### src/rtl/sha256_pkg.sv
// sha256_pkg: shared widths, word addressing, buffer states and block slicing
package sha256_pkg;
  localparam int WORD_W = 32;
  localparam int BLOCK_WORDS = 16;
  localparam logic [4:0] ADDR_NONE = 5'd0;
  localparam logic [4:0] ADDR_FIRST = 5'd1;
  typedef enum logic {FILL = 1'b0, OFFER = 1'b1} buf_state_e;
  // W0 occupies the most significant word of a block
  function automatic int word_lsb(input int idx);
    return (BLOCK_WORDS - 1 - idx) * WORD_W;
  endfunction
endpackage

### src/rtl/word_reg_bank.sv
// word_reg_bank: 16x32 message word registers with written-word mask and flat block read
module word_reg_bank
  import sha256_pkg::*;
(
  input  logic                          clk,
  input  logic                          rst_n,
  input  logic                          wr_i,
  input  logic                          clr_i,
  input  logic [3:0]                    idx_i,
  input  logic [WORD_W-1:0]             data_i,
  output logic [BLOCK_WORDS-1:0]        mask_o,
  output logic [WORD_W*BLOCK_WORDS-1:0] block_o
);
  logic [BLOCK_WORDS-1:0][WORD_W-1:0] words_q;
  logic [BLOCK_WORDS-1:0]             mask_q;
  always_ff @(posedge clk) begin
    if (!rst_n) begin
      words_q <= '0;
      mask_q  <= '0;
    end else begin
      if (wr_i) words_q[idx_i] <= data_i;
      if (clr_i) mask_q <= '0;
      else if (wr_i) mask_q[idx_i] <= 1'b1;
    end
  end
  assign mask_o = mask_q;
  for (genvar g = 0; g < BLOCK_WORDS; g++) begin : g_slice
    assign block_o[word_lsb(g) +: WORD_W] = words_q[g];
  end
endmodule

### src/rtl/input_buffer.sv
// input_buffer: assembles a 512-bit SHA-256 block from host word writes and offers it to the core
module input_buffer
  import sha256_pkg::*;
#(
  parameter int WIDTH = WORD_W,
  parameter int WORDS = BLOCK_WORDS
) (
  input  logic                   clk,
  input  logic                   rst_n,
  input  logic                   we,
  input  logic [4:0]             addr,
  input  logic [WIDTH-1:0]       in_var,
  input  logic                   first,
  input  logic                   go,
  input  logic                   clr,
  input  logic                   block_ack,
  output logic [WIDTH*WORDS-1:0] out_block,
  output logic                   block_valid,
  output logic                   block_first,
  output logic                   full,
  output logic                   busy,
  output logic                   err
);
  buf_state_e       state_q, state_d;
  logic             first_q, first_d, err_q, err_d;
  logic [WORDS-1:0] mask;
  logic [4:0]       addr_m1;
  logic             fill, valid_addr, wr, mask_full, handoff, bank_clr;
  assign fill       = state_q == FILL;
  assign addr_m1    = addr - ADDR_FIRST;
  assign valid_addr = addr != ADDR_NONE && addr <= 5'(WORDS);
  assign wr         = fill && we && valid_addr && !clr;
  assign mask_full  = &mask;
  // handoff judges the mask before any same-cycle write; clr takes priority
  assign handoff    = fill && go && mask_full && !clr;
  assign bank_clr   = fill ? clr : block_ack;
  word_reg_bank u_bank (
    .clk    (clk),
    .rst_n  (rst_n),
    .wr_i   (wr),
    .clr_i  (bank_clr),
    .idx_i  (addr_m1[3:0]),
    .data_i (in_var),
    .mask_o (mask),
    .block_o(out_block)
  );
  always_comb begin
    state_d = fill ? (handoff ? OFFER : FILL) : (block_ack ? FILL : OFFER);
    first_d = handoff ? first : first_q;
    err_d   = fill ? (clr ? 1'b0 : err_q | (go && !mask_full)) : err_q | we;
  end
  always_ff @(posedge clk) begin
    if (!rst_n) begin
      state_q <= FILL;
      first_q <= 1'b0;
      err_q   <= 1'b0;
    end else begin
      state_q <= state_d;
      first_q <= first_d;
      err_q   <= err_d;
    end
  end
  assign block_valid = state_q == OFFER;
  assign busy        = block_valid;
  assign block_first = first_q;
  assign full        = mask_full;
  assign err         = err_q;
endmodule

### config.mk
export PLATFORM = sky130hd
export DESIGN_NAME = input_buffer
export DESIGN_NICKNAME = d
export VERILOG_FILES = /design/src/rtl/sha256_pkg.sv /design/src/rtl/word_reg_bank.sv /design/src/rtl/input_buffer.sv
export SDC_FILE = /design/constraint.sdc
export NUM_CORES = 1
export LEC_CHECK = 0
export CAP_MARGIN = 20
export CORE_ASPECT_RATIO = 1.1
export CORE_UTILIZATION = 30
export DETAILED_ROUTE_END_ITERATION = 8
export GPL_TIMING_DRIVEN = 0
export MAX_ROUTING_LAYER = met4
export SLEW_MARGIN = 10
export SYNTH_ARGS = -nofsm -noshare
export SYNTH_HDL_FRONTEND = slang
export SYNTH_SLANG_ARGS = --single-unit
### constraint.sdc
create_clock -name clk -period 3.2 [get_ports clk]
set_clock_uncertainty 0.15 [all_clocks]
set_input_delay 0.48 -clock clk [delete_from_list [all_inputs] [get_ports clk]]
set_output_delay 0.48 -clock clk [all_outputs]
set_load 0.02 [all_outputs]
### Yosys cells after proc, flatten, opt, wreduce, memory -nomap -nowiden

Cells that the tools add are included.

* bitwise operators: 5
* reduce and logical (&&, ||, !) cells: 14
* magnitude comparators: 3
* muxes and demuxes: 11
* add/subtract/negate cells: 1

Operator list (number)
* $bwmux 512: 1
* $demux 32 s4: 1
* $mux 32: 1
* $or 16x16->16: 1
* $reduce_and 16->1: 1
* $logic_and 1x1->1: 9
* $mux 1: 7
* $le 5x5->1 const B: 1
* $lt 4x5->1 const B: 1
* $reduce_bool 5->1: 1
* $demux 1 s4: 1
* $ge 4x1->1 const B: 1
* $sub 4x1->4 const B: 1
* $logic_not 1->1: 2
* $not 1->1: 2
* $or 1x1->1: 2
* $reduce_or 2->1: 1

* input bits: 44
* logic and storage cells: 54
* flip-flop bits (word level): 531

### Longest topological paths before layout

Gate-level depths: netlist (run 1).

* word-level depth: 6
* mapped depth: 6

### Cells and area by module

From an unflattened synthesis (run 1), not the netlist that was laid out.

* cell total of the unflattened synthesis: 1817
* area total of the unflattened synthesis: 19123.3 um^2

Modules (own cells, without submodules)
* word_reg_bank: area an instance 18850.6 um^2, instances 1, sequential area each 10570.1 um^2, cells each 1784
* input_buffer: area an instance 272.8 um^2, instances 1, sequential area each 60.1 um^2, cells each 33

### Worst setup path before layout (run 1)

OpenSTA, ideal clock, no wires.

* path kind: reg2reg
* from: register u_bank.mask_q[14] (netlist: u_bank.mask_o[14])
* to: register err_q (netlist: err)
* path buffers: 0
* data required time: 2935 ps
* arrival: 1688 ps
* path slack: 1247 ps
* setup time: 115 ps
* period minus slack after synthesis: 1953 ps
* stages on the path, launching flop included: 5
* path through: dfxtp_1 -> nand4_1 -> nor4_1 -> o221ai_1 -> and2_1

* cells in the longest elaborated chain, start to end: 6

RTL lines
* start, declared: RTL line word_reg_bank.sv:15 `logic [BLOCK_WORDS-1:0] mask_q;`
* start signal, assigned: RTL line word_reg_bank.sv:19 `mask_q <= '0;`
* start signal, assigned: RTL line word_reg_bank.sv:22 `if (clr_i) mask_q <= '0;`
* start signal, assigned by index: RTL line word_reg_bank.sv:23 `else if (wr_i) mask_q[idx_i] <= 1'b1;`
* $reduce_and 16->1: RTL line input_buffer.sv:33 `assign mask_full = &mask;`
* named net full: RTL line input_buffer.sv:20 `output logic full,`
* $logic_not 1->1: RTL line input_buffer.sv:50 `err_d = fill ? (clr ? 1'b0 : err_q | (go && !mask_full)) : err_q | we;`
* $logic_and 1x1->1: RTL line input_buffer.sv:50
* $or 1x1->1: RTL line input_buffer.sv:50
* $mux 1 (2 in series): RTL line input_buffer.sv:50
* end signal, assigned: RTL line input_buffer.sv:60 `err_q <= err_d;`
* end, declared: RTL line input_buffer.sv:25 `logic first_q, first_d, err_q, err_d;`

The timed path passes the listed nets, and every way through them passes these cells.
A chain may end at the register's enable or synchronous reset.

### Final worst setup path (run 1)

* from: register u_bank.mask_q[6] (netlist: u_bank.mask_o[6])
* to: output full

* cells in the longest elaborated chain, start to end: 1

RTL lines (RTL line)
* $reduce_and 16->1: input_buffer.sv:33
* end, declared: input_buffer.sv:20

No other way between the ends.

==> impl_summary.txt, run 1 <==
----------------------------------------------------
[Yosys]
  Most numerous cell types in the synthesized netlist ... sky130_fd_sc_hd__dfxtp_1 (531), sky130_fd_sc_hd__nand2_1 (517), sky130_fd_sc_hd__mux2i_1 (481), sky130_fd_sc_hd__clkbuf_1 (89)
  Cell variety after synth ... 30
  Post-synthesis async set-or-reset flop share ... 0%
  Number of enable-type register cells in the synthesized netlist ... 0
  Library cell occupying the most area in the post-synthesis netlist ... sky130_fd_sc_hd__dfxtp_1
  Mapped Area ... 0.0189 sq mm
  Fraction of synthesized cell area taken by the top area cell type ... between 50% and 60%
  Flip-flop and latch count after synthesis ... 531
  Gate Count Post-Synth ... roughly 1800
  Cells taking the most area after synthesis ... sky130_fd_sc_hd__dfxtp_1 (56%), sky130_fd_sc_hd__mux2i_1 (25%), sky130_fd_sc_hd__nand2_1 (10%)
  Post-synthesis sequential area ratio ... between 50% and 60%
  Dominant synthesized flop cell ... sky130_fd_sc_hd__dfxtp_1
  Most numerous cell in the Yosys netlist ... sky130_fd_sc_hd__dfxtp_1
  Number of warnings printed during yosys synthesis ... 0
  Mapped Nets ... around 1900
  Syn avg cell area ... ~10 sq um

[Worst hold path]
  Worst Hold Class ... reg2reg

[Run]
  # Max-Cap Violations ... 0

[Power]
  Max rail drop VDD ... around 320 uV
  Fraction of power spent switching nets ... between 20% and 30%
  Seq pwr share ... between 40% and 50%
  Clock share of power ... approximately 48%
  Power per cell area ... just over 500 mW/mm^2
  Psw ... between 0.003 and 0.004 W
  Int Power ... 0.0108 W
  Pleak ... approximately 11 nW
  Relative contribution of combinational cells to total power ... around 4.3%

[Critical path]
  Type of origin of the critical path ... register
  Worst setup path class ... reg2out
  Required arrival time at the worst endpoint ... 2.57 ns
  Critical Path AT ... 2.34 ns
  Highest net fanout along the worst path ... 3
  Type of element capturing the critical path ... output port

[Outcome]
  Outcome ... finished, final reports clean

[STA]
  Pins Over Slew Limit ... 0
  Final worst slack ... 0.234 ns
  Worst hold margin ... between 0.3 and 0.4 ns
  Hold Vio Cnt, Final ... 0
  Count of final setup violators ... 0
  Unrepaired setup endpoints after global routing ... no
  Max-slew headroom at the worst pin ... approximately two fifths
  Clock period minus final worst setup slack ... just under 3 ns
  Setup TNS ... 0 ns
  Share of the clock period used by the worst path ... between 90 and 100%
  Slew of the pin with the lowest slew margin ... 0.922 ns
  Maximum clock frequency ... 337 MHz

[Clock network]
  Number of clock buffers inserted by TritonCTS ... 56
  Maximum root-to-sink buffer count ... 3
  CTS tree ... yes
  Clock insertion delay at the later pin of the skew report ... about 0.60 ns
  Clock sinks ... between 500 and 600
  Post-CTS Setup Repair Bufs ... 0
  Count of H-tree levels built during CTS ... 2
  Root Driver ... sky130_fd_sc_hd__clkbuf_16
  Clock-pin slew of the registers on the worst-case setup and hold paths ... about 0.06 ns

[Global route]
  Wire length of the first global-routing pass ... just over 100000 um
  Met1 track utilization from global routing ... approximately 27%
  Total congestion overflow ... 0
  Largest net degree at the start of global routing ... 15
  GR Util All Layers ... a little under a quarter
  Global-route met3 utilization ... between 4 and 5%
  Number of global-route vias before repair ... 15300
  Global routing met2 resource utilization ... between 30% and 40%
  Most congested layer reported by global routing ... met2
  Antenna violations before repair ... 2

[Detailed routing]
  DR iter-0 viols ... approximately 660
  WL/cell ... 22.4 um
  Final WL ... 74000 um
  Final routed DRC violation total ... 0
  Antenna-violating nets left ... 0
  Via density ... 4.67
  Drt first pass iters ... 5
  Vias ... roughly 15000

[Die]
  Chip width ... 241 um
  Core Region ... 0.0623 sq mm
  Chip Height ... about 270 um
  Ports ... between 500 and 600
  Starting utilization of the core area ... roughly 30%
  Rows ... 96
  Overall die area ... 0.0641 sq mm

[Layout]
  Fraction of final layout cells with drive strength greater than 1 ... around 6.6%
  Synth-to-Final Area Change ... 45.3%
  Final standard cell utilization of the core ... roughly 44%
  NumNets Final ... about 2500

[Place]
  Routability cong. ... about 0.85
  Port buffer count ... ~560
  HPWL after detailed placement ... 56400 um
  Pre-CTS worst setup slack ... -0.0568 ns

----------------------------------------------------
## critical path, stage by stage, from the launching register on
cell and delay, ns:
sky130_fd_sc_hd__dfxtp_1 0.41, sky130_fd_sc_hd__nand4_1 0.20, sky130_fd_sc_hd__nor4_2 0.43, sky130_fd_sc_hd__clkdlybuf4s50_1 0.69
## layer usage
| layer | routed length, um | vias to the layer above |
|---|---|---|
| li1 | - | 7220 |
| met4 | 2940 | 0 |
| met3 | 4270 | 138 |
| met5 | 0 | - |
| met2 | 35700 | 476 |
| met1 | 31100 | 7612 |
## sequential cells by signal (all words and copies together) (netlist names)
signal,count
block_valid,1
block_first,1
u_bank.mask_o,16
u_bank.block_o,512
err,1
## worst paths after layout
check                                                        end  depth (start not counted)  slack (ns)                        startpoint
worst max-delay path                                        full                          3        0.23     u_bank.mask_o[6]$_SDFFE_PP0P_
worst min-delay path            u_bank.block_o[191]$_SDFFE_PN0P_                          2        0.30  u_bank.block_o[191]$_SDFFE_PN0P_
worst max register to register  u_bank.block_o[238]$_SDFFE_PN0P_                          5        0.83            block_valid$_SDFF_PN0_
worst min register to register  u_bank.block_o[191]$_SDFFE_PN0P_                          2        0.30  u_bank.block_o[191]$_SDFFE_PN0P_
## per-stage QoR
| step | power, W | std cells | area (sq um) |
|---|---|---|---|
| 3_5_place_dp | 0.00742 | 3204 | 25600 |
| 3_3_place_gp | 0.00741 | 3203 | 25600 |
| 4_1_cts | 0.0142 | 3303 | 27500 |
| 5_1_grt | 0.0144 | 3304 | 27500 |
| 2_1_floorplan | 0.00707 | 1811 | 18900 |
| 6_report | 0.0140 | 3304 | 27500 |
## power by group through the flow
stage	sequential, W	combinational [W]	clock, W
after floorplan	0.00683	0.000243	0
after global placement	0.00680	0.000612	0
after detailed placement	0.00680	0.000619	0
after CTS	0.00665	0.000622	0.00690
after global routing	0.00665	0.000647	0.00715
final	0.00665	0.000610	0.00678
## timing repair
action,CTS,global route
endpoints found under the setup margin,1,0
resized for setup,1,0
hold buffers,0,0
## cell type report
type,count,area (sq um)
flip-flops and latches,531,10600
clock inverters,22,275
diodes,1,2.50
plain buffers,155,788
repair buffers,560,5610
fillers,5859,34900
inverters,9,33.8
well taps,833,1040
clock buffers,77,1630
multi-input cells,1116,7470
## placed cells by master (no fill, tap or decap), types with 2 or more instances in the layout
master,netlist,layout
sky130_fd_sc_hd__o21a_1,8,8
sky130_fd_sc_hd__clkbuf_8,0,13
sky130_fd_sc_hd__nand2_1,517,517
sky130_fd_sc_hd__or2_1,7,7
sky130_fd_sc_hd__clkdlybuf4s50_1,0,559
sky130_fd_sc_hd__clkbuf_1,89,96
sky130_fd_sc_hd__clkinv_2,0,12
sky130_fd_sc_hd__nor2_2,7,7
sky130_fd_sc_hd__nor2_1,2,2
sky130_fd_sc_hd__bufinv_16,0,6
sky130_fd_sc_hd__clkinv_4,0,2
sky130_fd_sc_hd__buf_2,18,18
sky130_fd_sc_hd__buf_6,10,10
sky130_fd_sc_hd__inv_1,9,9
sky130_fd_sc_hd__a21boi_1,7,7
sky130_fd_sc_hd__mux2i_1,481,481
sky130_fd_sc_hd__inv_6,0,2
sky130_fd_sc_hd__a21boi_0,3,3
sky130_fd_sc_hd__buf_4,29,29
sky130_fd_sc_hd__nand4_1,6,6
sky130_fd_sc_hd__clkbuf_16,0,57
sky130_fd_sc_hd__o21ai_0,33,33
sky130_fd_sc_hd__buf_1,9,9
sky130_fd_sc_hd__nand3_1,33,33
sky130_fd_sc_hd__dfxtp_1,531,531
## cells by family after synthesis
group | Yosys count | synth area share, %
mux | 481 | 25.4
buf+inv | 164 | 4.35
compound gates | 52 | 1.63
flops | 531 | 56.2
simple gates | 583 | 12.4
Power figures use the tool's default switching activity.
==> inputs of run 2 (changes only) <==
- MAX_ROUTING_LAYER: met4 -> default
==> impl_summary.txt, run 2 (synthesized netlist as in run 1, its figures left out) <==
----------------------------------------------------
[Critical path]
  Critical path's top delay family ... buffers and inverters
  Crit path largest cell delay ... 0.69 ns
  Critical path cell sequence ... nand4_1 -> nor4_2 -> clkdlybuf4s50_1
  Type of origin of the critical path ... register
  Highest net fanout along the worst path ... 3
  Worst setup path class ... reg2out
  Cell with the largest stage delay on the worst path ... sky130_fd_sc_hd__clkdlybuf4s50_1
  Reg-to-reg setup timing slack ... about 0.75 ns
  Worst path bufs/invs ... 1
  Critical Path AT ... 2.35 ns
  Required arrival time at the worst endpoint ... roughly 2.6 ns
  Type of element capturing the critical path ... output port

[Global route]
  Wire length of the first global-routing pass ... 104000 um
  Total congestion overflow ... 0
  GR Util All Layers ... ~22%
  Antenna violations before repair ... 2
  Number of global-route vias before repair ... ~15000
  Largest net degree at the start of global routing ... 15

[Power]
  Max rail drop VDD ... about 320 uV
  Power per cell area ... 511 mW/mm^2
  Int Power ... roughly 0.011 W
  Seq pwr share ... between 40% and 50%
  Fraction of power spent switching nets ... 22.8%
  Psw ... 0.00320 W
  Pleak ... 10.8 nW
  Clock share of power ... between 40 and 50%
  Relative contribution of combinational cells to total power ... 4.3%
  Overall power of the completed layout ... about 0.014 W

[Clock network]
  CTS tree ... yes
  Clock sinks ... 531
  Hold-fix buffer count after cts ... 0
  Number of clock buffers inserted by TritonCTS ... 56
  Root Driver ... sky130_fd_sc_hd__clkbuf_16
  Maximum root-to-sink buffer count ... 3
  Post-CTS Setup Repair Bufs ... 0
  Clock-pin slew of the registers on the worst-case setup and hold paths ... ~0.060 ns
  Clock insertion delay at the later pin of the skew report ... roughly 0.60 ns
  Count of H-tree levels built during CTS ... 2
  CTS resizes ... 1

[STA]
  Setup TNS ... 0 ns
  Unrepaired setup endpoints after global routing ... no
  Hold Vio Cnt, Final ... 0
  Max-slew headroom at the worst pin ... around a third
  Count of final setup violators ... 0
  Maximum clock frequency ... between 300 and 400 MHz
  Pins Over Slew Limit ... 0
  Slew of the pin with the lowest slew margin ... ~1 ns
  Clock period minus final worst setup slack ... 2.98 ns
  Share of the clock period used by the worst path ... between 90 and 100%

[Detailed routing]
  WL/cell ... approximately 22 um
  Drt first pass iters ... 5
  DR iter-0 viols ... around 670
  Via density ... roughly 4.7
  Vias ... 15400
  Final WL ... 73900 um
  Final routed DRC violation total ... 0
  Antenna-violating nets left ... 0

[Die]
  Rows ... 96
  Core Region ... 0.0623 sq mm
  Overall die area ... roughly 0.064 sq mm
  Starting utilization of the core area ... 30.3%
  Chip Height ... roughly 270 um
  Chip width ... about 240 um
  Ports ... 561

[Layout]
  Area occupied by multi-input gates ... between 0.007 and 0.008 sq mm
  Area occupied by registers ... around 0.011 sq mm
  Synth-to-Final Area Change ... 45.3%
  Fraction of final layout cells with drive strength greater than 1 ... under 10%
  NumNets Final ... around 2500
  Design Area, Final ... 0.0275 sq mm
  Flip-flop count of the largest register after layout ... between 500 and 600
  Non-filler instance count after layout ... approximately 3300
  Most frequent cells in the layout ... sky130_fd_sc_hd__clkdlybuf4s50_1 (559), sky130_fd_sc_hd__dfxtp_1 (531), sky130_fd_sc_hd__nand2_1 (517), sky130_fd_sc_hd__mux2i_1 (481), sky130_fd_sc_hd__clkbuf_1 (96)
  Most common library cell in the layout ignoring fill and taps ... sky130_fd_sc_hd__clkdlybuf4s50_1
  Filler Cells Inserted ... 5859

[Place]
  Post-placement cell area ... ~0.026 sq mm
  Number of placed instances with taps included ... approximately 3200
  Routability cong. ... 0.838
  HPWL after detailed placement ... between 50000 and 60000 um
  Port buffer count ... approximately 560

[Run]
  # Max-Cap Violations ... 0

[Outcome]
  Outcome ... finished, final reports clean

[Worst hold path]
  Worst Hold Class ... reg2reg

----------------------------------------------------
run 2: metrics by stage:
stage / util [%] / hold slack, ns / setup WS [ns]
finish: 44.1 / 0.300 / 0.223
floorplan: - / 0.274 / 1.25
global route: 44.1 / 0.316 / 0.153
global placement: 41.0 / 0.291 / -0.0298
CTS: 44.1 / 0.303 / 0.168
detailed placement: 41.0 / 0.295 / -0.0568
run 2: worst register-to-register path: stages, from the launching register on:
cell and delay (ns):
sky130_fd_sc_hd__dfxtp_1 0.40, sky130_fd_sc_hd__nor2_1 0.25, sky130_fd_sc_hd__nand4b_1 0.34, sky130_fd_sc_hd__nor2_2 0.64, sky130_fd_sc_hd__buf_4 0.36, sky130_fd_sc_hd__mux2i_1 0.22
run 2: final timing paths:
kind | from | to | cells after the start
worst max-delay path | u_bank.mask_o[6]$_SDFFE_PP0P_ | full | 3
worst min-delay path | u_bank.mask_o[14]$_SDFFE_PP0P_ | u_bank.mask_o[14]$_SDFFE_PP0P_ | 2
worst min register to register | u_bank.mask_o[14]$_SDFFE_PP0P_ | u_bank.mask_o[14]$_SDFFE_PP0P_ | 2
worst max register to register | block_valid$_SDFF_PN0_ | u_bank.block_o[205]$_SDFFE_PN0P_ | 5
run 2: layer usage:
metal | vias up | share of wire (%) | GRT usage (%)
li1 | 7221 | - | -
met1 | 7588 | 42 | 26.8
met2 | 457 | 48 | 37.9
met3 | 142 | 5.8 | 5.22
met4 | 2 | 4.1 | 9.07
met5 | - | 0.018 | 0
run 2: power by group through the flow:
stage / Clock (W) / Combinational (W) / Sequential (W)
2_1_floorplan: 0 / 0.000243 / 0.00683
3_3_place_gp: 0 / 0.000612 / 0.00680
3_5_place_dp: 0 / 0.000619 / 0.00680
4_1_cts: 0.00690 / 0.000622 / 0.00665
5_1_grt: 0.00715 / 0.000647 / 0.00665
6_report: 0.00677 / 0.000610 / 0.00665
run 2: cell type report:
cell class                 count  area share (%)
sequential                   531            38.7
multi-input combinational   1116            27.2
timing repair buffer         560            20.4
clock buffer                  77            5.94
tap                          833            3.79
buffer                       155            2.87
clock inverter                22            1.00
inverter                       9           0.123
antenna                        1         0.00910
